<file path="config.mk">
export PLATFORM = sky130hd
export DESIGN_NAME = counter_call_sched
export DESIGN_NICKNAME = d
export VERILOG_FILES = /design/src/rtl/counter_call_sched.sv
export SDC_FILE = /design/constraint.sdc
export NUM_CORES = 1
export LEC_CHECK = 0
export ABC_AREA = 1
export BUFFER_PORTS_ARGS = -buffer_cell sky130_fd_sc_hd__buf_2
export CAP_MARGIN = 5
export CORE_MARGIN = 4
export CORE_UTILIZATION = 60
export CTS_BUF_LIST = sky130_fd_sc_hd__clkbuf_16
export CTS_CLUSTER_DIAMETER = 30
export DETAILED_ROUTE_END_ITERATION = 10
export PLACE_DENSITY = 0.81
export SYNTH_ARGS = -nofsm -noshare
export SYNTH_HDL_FRONTEND = slang
export SYNTH_SLANG_ARGS = --single-unit
</file>
<file path="constraint.sdc">
create_clock -name CLK -period 4.1 [get_ports CLK]
set_input_delay 0 -clock CLK [delete_from_list [all_inputs] [get_ports CLK]]
set_output_delay 0 -clock CLK [all_outputs]
set_load 0.01 [all_outputs]
</file>
<file path="src/rtl/counter_call_sched.sv">
// Call scheduler for an EN/RDY/RV action-value method: issues one call per prescaler tick
// (run mode) or per step pulse, captures the returned value and counts dropped triggers.
// Optional RDY timeout is enabled by defining SCHED_RDY_TIMEOUT_EN.
module counter_call_sched #(
  parameter int PRESCALE_W  = 21,
  parameter int RV_W        = 4,
  parameter int MISS_W      = 8,
  parameter int TIMEOUT_CYC = 1024
) (
  input  logic              CLK,
  input  logic              RST_N,
  input  logic              run_i,
  input  logic              step_i,
  input  logic [4:0]        div_sel_i,
  input  logic              meth_rdy_i,
  input  logic [RV_W-1:0]   meth_rv_i,
  output logic              meth_en_o,
  output logic [RV_W-1:0]   value_o,
  output logic              value_vld_o,
  output logic              busy_o,
  output logic [MISS_W-1:0] missed_o,
  output logic              timeout_o
);

  typedef enum logic {
    IDLE = 1'b0,
    PEND = 1'b1
  } state_t;

  function automatic logic [MISS_W-1:0] sat_inc(input logic [MISS_W-1:0] v);
    return (&v) ? v : v + 1'b1;
  endfunction

  function automatic logic [4:0] clamp_idx(input logic [4:0] sel);
    return (int'(sel) > PRESCALE_W - 1) ? 5'(PRESCALE_W - 1) : sel;
  endfunction

  state_t                state_p0;
  state_t                state_n;
  logic [PRESCALE_W-1:0] presc_p0;
  logic                  prev_bit_p0;
  logic [PRESCALE_W-1:0] sel_mask;
  logic                  sel_bit;
  logic                  tick;
  logic                  trigger;
  logic                  timeout_hit;

  // Stage 0: prescaler and rising-edge detect on the selected bit
  always_comb begin
    sel_mask = {{(PRESCALE_W-1){1'b0}}, 1'b1} << clamp_idx(div_sel_i);
    sel_bit  = |(presc_p0 & sel_mask);
    tick     = sel_bit & ~prev_bit_p0;
    trigger  = run_i ? tick : step_i;
  end

  always_ff @(posedge CLK or negedge RST_N) begin
    if (!RST_N) begin
      presc_p0    <= '0;
      prev_bit_p0 <= 1'b0;
    end else begin
      presc_p0    <= presc_p0 + 1'b1;
      prev_bit_p0 <= sel_bit;
    end
  end

`ifdef SCHED_RDY_TIMEOUT_EN
  localparam int WAIT_W = $clog2(TIMEOUT_CYC + 1);

  logic [WAIT_W-1:0] wait_p0;
  logic              timeout_p0;

  // The expiring cycle is the TIMEOUT_CYC-th consecutive PEND cycle without RDY
  assign timeout_hit = (state_p0 == PEND) && !meth_rdy_i &&
                       (wait_p0 == WAIT_W'(TIMEOUT_CYC - 1));

  always_ff @(posedge CLK or negedge RST_N) begin
    if (!RST_N) begin
      wait_p0    <= '0;
      timeout_p0 <= 1'b0;
    end else begin
      if (state_p0 == IDLE) begin
        wait_p0 <= '0;
      end else if (!meth_rdy_i) begin
        wait_p0 <= wait_p0 + 1'b1;
      end
      if (timeout_hit) begin
        timeout_p0 <= 1'b1;
      end
    end
  end

  assign timeout_o = timeout_p0;
`else
  assign timeout_hit = 1'b0;
  assign timeout_o   = 1'b0;
`endif

  // Stage 1: call FSM; EN is combinational from RDY so it can never precede readiness
  always_comb begin
    state_n   = state_p0;
    meth_en_o = 1'b0;
    busy_o    = 1'b0;
    case (state_p0)
      IDLE: begin
        if (trigger) begin
          state_n = PEND;
        end
      end
      PEND: begin
        busy_o = 1'b1;
        if (meth_rdy_i) begin
          meth_en_o = 1'b1;
          state_n   = IDLE;
        end else if (timeout_hit) begin
          state_n = IDLE;
        end
      end
      default: state_n = IDLE;
    endcase
  end

  always_ff @(posedge CLK or negedge RST_N) begin
    if (!RST_N) begin
      state_p0 <= IDLE;
    end else begin
      state_p0 <= state_n;
    end
  end

  // Stage 2: capture of the returned value and dropped-trigger accounting
  always_ff @(posedge CLK or negedge RST_N) begin
    if (!RST_N) begin
      value_o     <= '0;
      value_vld_o <= 1'b0;
      missed_o    <= '0;
    end else begin
      value_vld_o <= meth_en_o;
      if (meth_en_o) begin
        value_o <= meth_rv_i;
      end
      if ((state_p0 == PEND) && trigger) begin
        missed_o <= sat_inc(missed_o);
      end
    end
  end

endmodule
</file>
==> key figures <==
Run status
  – Status: completed

Detailed routing
  – Wire length per cell: 12.9 um
  – # DRC: 0
  – Vias/cell: 5.24
  – Via Count: 1,594
  – DRT antenna net count: 0
  – 1st-iter DRT viols: 70
  – DRT Wirelength: 3940 um
  – First-pass DRT Iterations: 4

Pwr
  – P_sw: 282 uW
  – Seq pwr share: 41.0%
  – P per Cell Area: 435 mW/mm2
  – Lkg Pwr: between 0.001 and 0.0015 uW
  – Logic gate share of total power: around 18%
  – VDD IR max: 324 uV
  – Cell internal pwr: 750 uW
  – Switching part of the total: 27.3%
  – Clock Power Share: about two fifths

Worst setup path
  – Startpoint types: flop
  – CP required: 4.26 ns
  – WP data arrival: 2.13 ns
  – Critical path type: flop to flop
  – Crit path capture type: flop
  – CP Max Fanout: 4

Yosys
  – Share of synthesized flip-flops with an asynchronous set or reset: 100%
  – Mean Syn Cell Area: ~9 um2
  – Simple-gate share of the synthesized area: 34.7%
  – Seq/Total Area, Yosys: 45.6%
  – Cell variety after synth: 33
  – EDFF count, synth: 0
  – Compound-gate portion of the synthesized area: roughly 2.3%
  – Largest family of logic cells by synthesized area: simple AND/OR/NAND/NOR gates
  – Most common cell in the netlist: nand2_1
  – Synth Register Bits: 36
  – Syn nets: 237
  – Netlist Area Pre-Place: 0.00197 mm2
  – Top cell type's share of synthesized area: between 40% and 50%
  – Xor and xnor fraction of the mapped netlist area: between 10% and 20%
  – Mux share of post-synthesis cell area: 0%
  – Post-Syn Instances: between 200 and 250
  – Commonest register cell after synthesis: dfrtp_1
  – Most frequent cells after synthesis: nand2_1, dfrtp_1, nand3_1
  – Largest area contributor in the netlist: dfrtp_1
  – Syn. warnings: 0
  – Area contributors post-synth: dfrtp_1, nand2_1, xor2_1, nand3_1, nand3_2
  – Adder-cell share of the synthesized area: between 1 and 1.5%

STA
  – Highest Clock Rate: 509 MHz
  – Least-Margin Pin Slew: 0.768 ns
  – Setup TNS Final: 0 ns
  – Max-slew headroom: 48.8%
  – Final slew viol count: 0
  – Setup violators final: 0
  – Hold_ws: 0.0763 ns
  – Post-Route Skew: ~0.0034 ns
  – Unrepaired setup endpoints after global routing: false
  – Final Hold Fails: 0
  – Final period utilization: 47.9%
  – Crit path time final: approximately 2.0 ns

CTS
  – Cts bufs inserted: 5
  – Setup bufs post-CTS: 0
  – Clock Latency Late Sink: 0.28 ns
  – Clock Tree Buf Depth: 2
  – Root buf cell: clkbuf_16
  – Clock slew at reported path FFs: 0.05 ns
  – CTS tree: built
  – Clk sink count: 36
  – H-Tree Depth: 2

Placement
  – Placed Area: 0.00216 mm2
  – Detailed placement HPWL: 2820 um
  – Port Buffers: 28
  – Placed cells: 291
  – GPL Wtd Cong: 0.886

Cells and area
  – Cell Count, Final, Fillers Out: 304
  – Post-route design area: 0.00237 mm2
  – Register Area: roughly 900 um2
  – Area growth syn-to-layout: 20.3%
  – FILL cells: 220
  – # diodes: 0
  – Layout cells sized above 1: 24.2%
  – NumNets Final: 275
  – Area occupied by multi-input gates: 986 um2

Die
  – Ports: 30
  – DIE AREA: 0.00427 mm2
  – Row cnt: 20
  – Chip width: 65.4 um
  – Die Ht: 65.4 um
  – Initial Utilization: 63.6%
  – Core area: 0.00310 mm2

Global routing
  – First-pass GRT wire length: 6870 um
  – Total GRT Usage: 21.2%
  – Final global-route overflow total: 0
  – Vias in the first global route: about 1,500
  – Pin count of the biggest net entering global routing: 37
  – Number of antenna violations at the first check in global routing: 0

Flow run
  – Max-cap violation count: 0

Worst hold path
  – Worst Hold Class: primary input to flop
==> final cells by class <==
cell class                      count  share of cell area (%)
Clock buffer                        5                    5.27
Clock inverter                      3                    1.79
Inverter                           20                    3.16
Multi-Input combinational cell    163                    41.5
Sequential cell                    36                    37.9
Tap cell                           44                    2.32
Timing Repair Buffer               33                    8.01
==> flip-flops by register name, indices dropped and copies added (netlist names) <==
signal	flops
value_o	4
missed_o	8
state_p0	1
presc_p0	21
prev_bit_p0	1
value_vld_o	1
==> final timing paths <==
kind,from,to,slack [ns],cells after the start
max in group asynchronous,RST_N,presc_p0[17],3.29,2
setup / recovery,presc_p0[0],presc_p0[20],2.14,10
min in group asynchronous,RST_N,presc_p0[0],0.33,2
setup reg to reg,presc_p0[0],presc_p0[20],2.14,10
hold reg to reg,value_o[3],value_o[3],0.48,2
hold / removal,step_i,state_p0,0.08,3
==> layout by cell type, fill, tap and decap left out, types with 8 or more instances in the layout <==
cell	Yosys	final
nand4_1	9	9
inv_1	19	19
nand3_1	21	21
nand2_1	55	55
nand3_2	8	8
xor2_1	19	19
nor2_1	15	15
dfrtp_1	36	36
buf_2	1	28
==> cells by family after synthesis <==
family,count (synthesis)
flip-flops,36
adder cells (fa/ha/maj),2
other,1
XOR/XNOR,25
buffers and inverters,22
AND/OR/NAND/NOR,129
AO/OA/AOI/OAI,6
==> critical path: stages, from the launching register on <==
cell and delay [ns]:
dfrtp_1 0.40, ha_1 0.21, nand3_2 0.11, nor3b_2 0.25, nand3_2 0.13, nor2_2 0.13, and3_4 0.21, nand3_4 0.09
nor2_4 0.11, nand2_2 0.07, xnor2_2 0.13
==> layer usage <==
| layer | track usage [%] | vias up | routed length [um] |
|---|---|---|---|
| met5 | 0 | - | 0 |
| met4 | 9.33 | 0 | 57 |
| met3 | 5.47 | 6 | 252 |
| met2 | 34.8 | 54 | 1880 |
| met1 | 26.4 | 739 | 1750 |
| li1 | - | 795 | - |
==> stage by stage <==
step / util, % / setup slack (ns) / power, uW
floorplan: - / 2.26 / 538
global placement: 69.5 / 2.19 / 606
detailed placement: 69.5 / 2.12 / 614
CTS: 76.5 / 2.11 / 1040
global route: 76.5 / 2.01 / 1090
finish: 76.5 / 2.14 / 1030
==> power by group through the flow <==
stage | clock network (uW) | logic [uW] | registers [uW]
after floorplan | 0 | 92.6 | 445
after global placement | 0 | 180 | 426
after detailed placement | 0 | 185 | 429
after CTS | 430 | 190 | 423
after global routing | 447 | 212 | 429
final | 421 | 188 | 423
==> timing repair <==
action                    4_1_cts  5_1_grt
hold endpoints to repair       40        0
hold buffers                    5        0
gates resized for setup         0        0
Note: power is estimated with default switching activity, not from simulation.
